--- src/rtl/morph_pkg.sv ---
// Shared mode encodings, pipeline latency and operator decode for the binary morphology stage.
package morph_pkg;

  localparam logic [1:0] MODE_BYPASS = 2'b00;
  localparam logic [1:0] MODE_ERODE  = 2'b01;
  localparam logic [1:0] MODE_DILATE = 2'b10;

  localparam int unsigned MORPH_LAT = 2;

  typedef enum logic [1:0] {
    OpBypass,
    OpErode,
    OpDilate
  } op_e;

  // Unused encoding 2'b11 falls back to bypass.
  function automatic op_e decode_mode(input logic [1:0] m);
    op_e op;
    case (m)
      MODE_ERODE:  op = OpErode;
      MODE_DILATE: op = OpDilate;
      default:     op = OpBypass;
    endcase
    return op;
  endfunction

endpackage

--- src/rtl/window3x3_1bit.sv ---
// Strobe-gated 3x3 shift window of single-bit pixels.
// window[r*3+c]: r=0 is the current line, c=2 the newest column.
module window3x3_1bit
  import morph_pkg::*;
(
  input  logic       clock,
  input  logic       rst_n,
  input  logic       clken,
  input  logic       row0_bit,
  input  logic       row1_bit,
  input  logic       row2_bit,
  output logic [8:0] window
);

  logic [2:0] row0_q;
  logic [2:0] row1_q;
  logic [2:0] row2_q;

  // Shift each row one column towards c=0 and load new taps into c=2; hold without strobe.
  always_ff @(posedge clock or negedge rst_n) begin
    if (!rst_n) begin
      row0_q <= '0;
      row1_q <= '0;
      row2_q <= '0;
    end else if (clken) begin
      row0_q <= {row0_bit, row0_q[2:1]};
      row1_q <= {row1_bit, row1_q[2:1]};
      row2_q <= {row2_bit, row2_q[2:1]};
    end
  end

  assign window = {row2_q, row1_q, row0_q};

endmodule

--- src/rtl/bin_morph_3x3.sv ---
// Binary 3x3 erode/dilate/bypass stage with top/left border masking and a fixed
// two-clock latency on data and frame sync signals.
module bin_morph_3x3
  import morph_pkg::*;
#(
  parameter int unsigned IMG_W      = 640,
  parameter int unsigned IMG_H      = 480,
  parameter logic        BORDER_VAL = 1'b0
) (
  input  logic       clock,
  input  logic       rst_n,
  input  logic       per_frame_vsync,
  input  logic       per_frame_href,
  input  logic       per_frame_clken,
  input  logic       row0_bit,
  input  logic       row1_bit,
  input  logic       row2_bit,
  input  logic [1:0] mode,
  output logic       post_frame_vsync,
  output logic       post_frame_href,
  output logic       post_frame_clken,
  output logic       post_img_bit
);

  localparam int unsigned COL_W = (IMG_W > 1) ? $clog2(IMG_W) : 1;
  localparam int unsigned ROW_W = (IMG_H > 1) ? $clog2(IMG_H) : 1;
  localparam logic [COL_W-1:0] COL_MAX  = COL_W'(IMG_W - 1);
  localparam logic [ROW_W-1:0] ROW_MAX  = ROW_W'(IMG_H - 1);
  localparam logic [COL_W-1:0] COL_EDGE = COL_W'(2);
  localparam logic [ROW_W-1:0] ROW_EDGE = ROW_W'(2);

  logic [8:0]       win;
  logic [COL_W-1:0] col_cnt;
  logic [ROW_W-1:0] row_cnt;
  logic [1:0]       mode_q;
  logic             border_q;
  logic             vsync_d1, href_d1, clken_d1;
  logic             vsync_rise, href_fall;
  op_e              op;
  logic             result;

  window3x3_1bit u_window (
    .clock    (clock),
    .rst_n    (rst_n),
    .clken    (per_frame_clken),
    .row0_bit (row0_bit),
    .row1_bit (row1_bit),
    .row2_bit (row2_bit),
    .window   (win)
  );

  // Stage-1 sync copies double as the edge-detect history.
  assign vsync_rise = per_frame_vsync & ~vsync_d1;
  assign href_fall  = ~per_frame_href & href_d1;

  // Two-stage delay line for frame sync and strobe, running every clock.
  always_ff @(posedge clock or negedge rst_n) begin
    if (!rst_n) begin
      vsync_d1         <= 1'b0;
      href_d1          <= 1'b0;
      clken_d1         <= 1'b0;
      post_frame_vsync <= 1'b0;
      post_frame_href  <= 1'b0;
      post_frame_clken <= 1'b0;
    end else begin
      vsync_d1         <= per_frame_vsync;
      href_d1          <= per_frame_href;
      clken_d1         <= per_frame_clken;
      post_frame_vsync <= vsync_d1;
      post_frame_href  <= href_d1;
      post_frame_clken <= clken_d1;
    end
  end

  // Column counter: cleared outside href, counts strobes, saturates at the line end.
  always_ff @(posedge clock or negedge rst_n) begin
    if (!rst_n) begin
      col_cnt <= '0;
    end else if (!per_frame_href) begin
      col_cnt <= '0;
    end else if (per_frame_clken && (col_cnt != COL_MAX)) begin
      col_cnt <= col_cnt + 1'b1;
    end
  end

  // Row counter: vsync rise clears (and wins over a coincident href fall), saturates at the bottom.
  always_ff @(posedge clock or negedge rst_n) begin
    if (!rst_n) begin
      row_cnt <= '0;
    end else if (vsync_rise) begin
      row_cnt <= '0;
    end else if (href_fall && (row_cnt != ROW_MAX)) begin
      row_cnt <= row_cnt + 1'b1;
    end
  end

  // Mode is frozen for the whole frame at the vsync rising edge.
  always_ff @(posedge clock or negedge rst_n) begin
    if (!rst_n) begin
      mode_q <= MODE_BYPASS;
    end else if (vsync_rise) begin
      mode_q <= mode;
    end
  end

  // Border flag travels with the pixel into the window stage.
  always_ff @(posedge clock or negedge rst_n) begin
    if (!rst_n) begin
      border_q <= 1'b0;
    end else if (per_frame_clken) begin
      border_q <= (col_cnt < COL_EDGE) || (row_cnt < ROW_EDGE);
    end
  end

  // Operator on the registered window, with top/left masking for erode and dilate only.
  always_comb begin
    op     = decode_mode(mode_q);
    result = win[4];
    unique case (op)
      OpErode:  result = &win;
      OpDilate: result = |win;
      default:  result = win[4];
    endcase
    if ((op != OpBypass) && border_q) begin
      result = BORDER_VAL;
    end
  end

  // Output pixel register, updated only for strobed samples.
  always_ff @(posedge clock or negedge rst_n) begin
    if (!rst_n) begin
      post_img_bit <= 1'b0;
    end else if (clken_d1) begin
      post_img_bit <= result;
    end
  end

endmodule

--- config.mk ---
export PLATFORM = sky130hd
export DESIGN_NAME = bin_morph_3x3
export DESIGN_NICKNAME = d
export VERILOG_FILES = /design/src/rtl/morph_pkg.sv /design/src/rtl/window3x3_1bit.sv /design/src/rtl/bin_morph_3x3.sv
export SDC_FILE = /design/constraint.sdc
export NUM_CORES = 1
export LEC_CHECK = 0
export CAP_MARGIN = 25
export CORE_UTILIZATION = 55
export DETAILED_ROUTE_END_ITERATION = 12
export GPL_TIMING_DRIVEN = 0
export PLACE_DENSITY = 0.76
export SYNTH_ARGS = -nofsm -noshare
export SYNTH_HDL_FRONTEND = slang
export SYNTH_SLANG_ARGS = --single-unit
--- constraint.sdc ---
create_clock -name clock -period 3.5 [get_ports clock]
set_input_delay 0.525 -clock clock [delete_from_list [all_inputs] [get_ports clock]]
set_output_delay 0.525 -clock clock [all_outputs]
set_load 0.03 [all_outputs]
==> reports/qor.yml, run 1 <==
sta:
  fmax_mhz: 507
  final.setup_skew_ns: 0.00642
  fin_hold_ws_ns: 0.261
  slew_headroom_pct: 46.0
  period_share_pct: 56.3
  min_period_ns: 1.97
  tightest_slew_ns: 0.809
  drv_slew: 0
  rsz0062_at_grt: "no"
  finalSetupTns_ns: 0
  final-hold-violation-count: 0
  finalSetupViolCount: 0
floorplan:
  dieArea_sq_um: 3460
  boundaryPins: 14
  core_sq_um: 3050
  die_w_microns: 58.8
  num_rows: 20
  start_util_pct: 58.2
  die_h_microns: 58.8
cells_and_area:
  drive_gt1_share_pct: 11.2
  multiInputGateArea_sq_um: 777
  register_area_sq_um: 951
  nets: 200
  fin_cells: 231
  antenna_cells: 0
  area_delta_synth_final_pct: 13.5
  nFillCells: 263
  stdcell_area_sq_um: 2020
global_route:
  grt_pass1_vias: 1354
  grt_usage_pct: 23.0
  grt-ovfl-total: 0
  grt_max_degree: 39
  grt_pass1_wl_microns: 5880
  antenna_found_initial: 0
power:
  seqPwrFrac_pct: 59.3
  vdd.ir_drop.worst_v: 0.000228
  clockPowerShare_pct: 27.9
  leakagePower_nw: 0.837
  swShare_pct: 26.7
  combPwrFrac_pct: 12.8
  intPower_uw: 621
  p_total_uw: 847
  switchingPower_uw: 226
  p_per_area_nw_per_um2: 420
placed_design:
  io_buffers: 13
  placed_cell_area_sq_um: 1960
  place.gp.congestion: 0.802
  dp_hpwl_microns: 2370
  placedCellCount: 223
route:
  wl_met3_microns: 146
  vias_per_cell: 5.81
  drt-met1-wl_microns: 1540
  topRoutingLayerUsed: "met4"
  detail-route-antenna-nets: 0
  drc: 0
  drtIter0Drc: 62
  wl_per_cell_microns: 14.8
  vias: 1343
  wl_met2_microns: 1660
  drtPass1Iterations: 5
  drt_wl_total_microns: 3420
synth:
  synth.yosys.seq_area_share_pct: 53.5
  syn_nets: 180
  synth_top_flop_cell: "dfrtp_1"
  ys_warn_count: 0
  netlist_instances: 166
  synth_edf_count: 0
  synth_area_leader_cell: "dfrtp_1"
  syn_area_per_cell_sq_um: 10.7
  synthTopCellsByCount: "dfrtp_1 (38), nor2_1 (15), nand2_1 (10)"
  synth.most_common_cell: "dfrtp_1"
  synth_top_family_by_area: "simple AND/OR/NAND/NOR gates"
  synth_top_area_share_pct: 53.5
  synthAdderAreaFrac_pct: 2.82
  synth.area.top_cells: "dfrtp_1 (54%), mux2_2 (5.7%), nor2_1 (3.2%)"
  synth_xor_area_share_pct: 3.45
  syn_area_sq_um: 1780
  async_flop_share_pct: 100
  synth-compound-area-share_pct: 10.6
  ys_types: 39
  ys_ff_latch: 38
  muxShareOfSynthArea_pct: 7.39
  synth-simple-area-share_pct: 19.5
critical_path:
  cp-start-kind: "input pin"
  slowest_stage: "clkdlybuf4s50_1"
  cp-end-kind: "register"
  r2r_start: "col_cnt[0]"
  ff2ff_path_depth: 5
  cp.required_ns: 3.77
  path_cells: "clkdlybuf4s50_1, nand2b_1, or2_1, or4_1, a21oi_1"
  crit_path_max_incr_delay_ns: 0.48
  critPathMaxFanout: 6
  cp.arrival_ns: 2.24
  worstSetupPathType: "input pin to register"
  rrSetupSlack_ns: 1.77
  reg2reg_to: "col_cnt[2]"
cts:
  hold_buffers: 0
  cts_buffer_depth: 2
  cts_root_buf: "clkbuf_4"
  clk_pin_slew_ns: 0.11
  cts_tree: "built"
  cts_resized: 0
  insertion_delay_ns: 0.34
  htreeDepth: 2
  cts_buffers: 5
  clock_sinks: 38
  post-cts-setup-buffers: 0
outcome:
  status: "completed"
flow_run:
  cap_violations: 0
hold_path:
  min_path_type: "input pin to async pin"
## flip-flops by register name (all words and copies together), names as in the netlist
register	flops
border_q	1
clken_d1	1
col_cnt	10
href_d1	1
mode_q	2
post_frame_clken	1
post_frame_href	1
post_frame_vsync	1
post_img_bit	1
row_cnt	9
u_window.row0_q	3
u_window.row1_q	3
u_window.row2_q	3
vsync_d1	1
## worst max-delay path by stage
stage / from / to / slack [ns] / cells past startpoint
4_1_cts: per_frame_href / row_cnt[7] / 1.55 / 5
3_3_place_gp: rst_n / col_cnt[0] / 1.11 / 1
2_1_floorplan: per_frame_href / row_cnt[7] / 1.84 / 4
6_report: per_frame_href / row_cnt[7] / 1.53 / 5
3_5_place_dp: per_frame_href / row_cnt[7] / 1.19 / 5
5_1_grt: per_frame_href / row_cnt[7] / 1.42 / 5
## layer usage
layer	vias to the layer above	track usage (%)
li1	641	-
met1	649	26.9
met2	45	38.0
met3	8	6.37
met4	0	12.6
met5	-	0
## critical path, delay by kind of cell
kind	cells	cell delay, ns
and+or+nand+nor	3	1.08
buffers and inverters	1	0.48
AOI/OAI and AO/OA	1	0.15
## layout by cell type (no fill, tap or decap), types with 4 or more instances in the layout
cell,n
mux2_2,9
clkbuf_4,5
or3_1,4
ha_1,4
nor3_1,4
nand2_1,10
clkdlybuf4s50_1,12
dfrtp_1,38
nand4_1,5
o21ai_0,5
nor4_1,4
a21oi_1,7
inv_1,9
xnor2_1,5
nor2_1,15
nand3_1,9
## area by class of cell
type / count / area share [%]
inverters: 10 / 1.86
plain buffers: 3 / 0.558
repair buffers: 13 / 6.20
clock inverters: 1 / 0.248
multi-input cells: 115 / 38.5
well taps: 44 / 2.73
clock buffers: 7 / 2.73
flip-flops and latches: 38 / 47.1
## power groups by stage
stage          logic [mW]  clock network, mW  registers [mW]
2_1_floorplan      0.0596                  0           0.510
3_3_place_gp        0.103                  0           0.509
3_5_place_dp        0.108                  0           0.511
4_1_cts             0.110              0.247           0.502
5_1_grt             0.123              0.260           0.507
6_report            0.108              0.237           0.502
## stage by stage
stage          setup slack (ns)  utilization [%]
2_1_floorplan              1.84                -
3_3_place_gp               1.11             64.3
3_5_place_dp               1.19             64.1
4_1_cts                    1.55             66.1
5_1_grt                    1.42             66.1
6_report                   1.53             66.1
## logic make-up after synthesis
family                     after synthesis
buffers and inverters                   13
adders and majority gates                4
and+or+nand+nor                         65
muxes                                   12
AOI/OAI and AO/OA                       27
DFF                                     38
xor gates and xnor gates                 7
Power figures use the tool's default switching activity.
==> run 2, diff against run 1 <==
clock period = 1.82 ns   (was 3.5 ns; I/O delays follow)
==> run 2 against run 1 <==
  * Setup slack got worse by 1.4 ns
  * Clock power increased by 92%
  * Critical path type is now register to register
  * Utilization increased by 0.16 points
  * Largest power group unchanged
==> reports/qor.yml, run 2 (synthesized netlist as in run 1, its figures left out) <==
outcome:
  status: "completed"
critical_path:
  worstSetupPathType: "register to register"
  cp.required_ns: 2.06  # -1.71 ns
  cp-start-kind: "register"
  path_cells: "or4_1, o41ai_1, a211o_1, a31oi_1"
  slowest_stage: "or4_1"
  crit_path_max_incr_delay_ns: 0.52  # +0.04 ns
  cpLargestDelayFamily: "compound AO/OA/AOI/OAI gates"
  cp.arrival_ns: 1.95  # -0.29 ns
  critPathMaxFanout: 5  # -1
  cp-end-kind: "register"
  rrSetupSlack_ns: 0.11  # -1.66 ns
  crit_buf_inv: 0  # -1
sta:
  fin_ws_ns: 0.109  # -1.42 ns
  drv_slew: 0  # unchanged
  slew_headroom_pct: 46.5  # +0.46 points
  tightest_slew_ns: 0.802  # -0.00690 ns
  rsz0062_at_grt: "no"
  period_share_pct: 94.0
  min_period_ns: 1.71
  finalSetupViolCount: 0  # unchanged
  fmax_mhz: 585
  final-hold-violation-count: 0  # unchanged
  final.setup_skew_ns: 0.00788  # +0.00147 ns
power:
  p_per_area_nw_per_um2: 806  # +92%
  leakagePower_nw: 0.835  # -0.27%
  vdd.ir_drop.worst_v: 0.000442  # +93%
  p_total_mw: 1.63  # +92%
cts:
  cts_buffers: 5  # unchanged
  clk_pin_slew_ns: 0.11  # about the same
  cts_root_buf: "clkbuf_4"
  insertion_delay_ns: 0.34  # about the same
  htreeDepth: 2  # unchanged
  cts_tree: "built"
  cts_buffer_depth: 2  # unchanged
  post-cts-setup-buffers: 0  # unchanged
  clock_sinks: 38  # unchanged
cells_and_area:
  area_delta_synth_final_pct: 13.8
  nets: 200  # unchanged
  antenna_cells: 0  # unchanged
  drive_gt1_share_pct: 12.3  # +1.1 points
  final_common_cell: "dfrtp_1"
  nFillCells: 263  # unchanged
  fin_cells: 231  # unchanged
  regMostFlops: "col_cnt"
  reg_top3: "col_cnt (10), row_cnt (9)"
  largest_reg_flops: 10  # unchanged
  final_cell_mix: "dfrtp_1 (38), nor2_1 (15), clkdlybuf4s50_1 (12), nand2_1 (10)"
placed_design:
  place.gp.congestion: 0.802  # unchanged
  dp_hpwl_microns: 2370  # unchanged
  placedCellCount: 223  # unchanged
  pre_cts_ws_ns: -0.239  # -1.43 ns
  io_buffers: 13  # unchanged
route:
  vias_per_cell: 5.77  # -0.67%
  drt_wl_total_microns: 3410  # -0.26%
  drtPass1Iterations: 4  # -1
  vias: 1334  # -0.67%
  drtIter0Drc: 55  # -11%
  drc: 0  # unchanged
  wl_per_cell_microns: 14.8  # -0.26%
  detail-route-antenna-nets: 0  # unchanged
floorplan:
  boundaryPins: 14  # unchanged
  die_w_microns: 58.8  # unchanged
  start_util_pct: 58.2  # unchanged
  num_rows: 20  # unchanged
  dieArea_sq_um: 3460  # unchanged
  die_h_microns: 58.8  # unchanged
  core_sq_um: 3050  # unchanged
global_route:
  grt-ovfl-total: 0  # unchanged
  grt_usage_pct: 23.0  # unchanged
  grt_pass1_wl_microns: 5880  # unchanged
  antenna_found_initial: 0  # unchanged
  grt_pass1_vias: 1354  # unchanged
  grt_max_degree: 39  # unchanged
flow_run:
  cap_violations: 0  # unchanged
hold_path:
  min_path_type: "input pin to async pin"
-- run 2: final timing paths --
check	start	end	cells past startpoint
min in group clock	vsync_d1	post_frame_vsync	0
worst max-delay path	u_window.row1_q[1]	post_img_bit	4
worst min register to register	vsync_d1	post_frame_vsync	0
worst max register to register	u_window.row1_q[1]	post_img_bit	4
worst min-delay path	rst_n	mode_q[0]	1
max in group asynchronous	rst_n	post_frame_href	1
-- run 2: where the power goes --
| group | internal [mW] | switching [mW] | total (mW) | leakage [nW] |
|---|---|---|---|---|
| clock | 0.187 | 0.266 | 0.454 | 0.0353 |
| combinational | 0.0995 | 0.110 | 0.209 | 0.317 |
| sequential | 0.909 | 0.0578 | 0.966 | 0.483 |
| total | 1.20 | 0.434 | 1.63 | 0.835 |
-- run 2: final cells by class --
class / count / area [sq um] / share of cell area, %
plain buffers: 3 / 11.3 / 0.557
clock buffers: 7 / 55.1 / 2.72
clock inverters: 1 / 5.00 / 0.248
inverters: 10 / 37.5 / 1.86
multi-input cells: 115 / 782 / 38.7
flip-flops and latches: 38 / 951 / 47.0
well taps: 44 / 55.1 / 2.72
repair buffers: 13 / 125 / 6.19
-- run 2: layer usage --
layer	share of wire, %	GRT usage (%)	vias to the layer above
li1	-	-	640
met1	44	26.9	658
met2	50	38.0	28
met3	3.8	6.37	8
met4	2.1	12.6	0
met5	0	0	-
-- run 2: what timing repair did --
item | 4_1_cts | 5_1_grt
hold buffers | 0 | 0
resized for setup | 0 | 2
setup endpoints to repair | 0 | 2
-- run 2: worst register-to-register path: stages (launching register included) --
cell and delay [ns]:
dfrtp_1 0.44, or4_1 0.52, o41ai_1 0.37, a211o_1 0.20, a31oi_1 0.08
-- run 2: per-stage QoR --
stage          utilization (%)  setup TNS [ns]  hold WS [ns]  instance area, sq um
2_1_floorplan                -               0       -0.0226                  1780
3_3_place_gp              64.3          -12.65         0.361                  1960
3_5_place_dp              64.1          -0.660         0.389                  1960
4_1_cts                   66.1               0        0.0157                  2020
5_1_grt                   66.2               0        0.0615                  2020
6_report                  66.2               0       0.00641                  2020
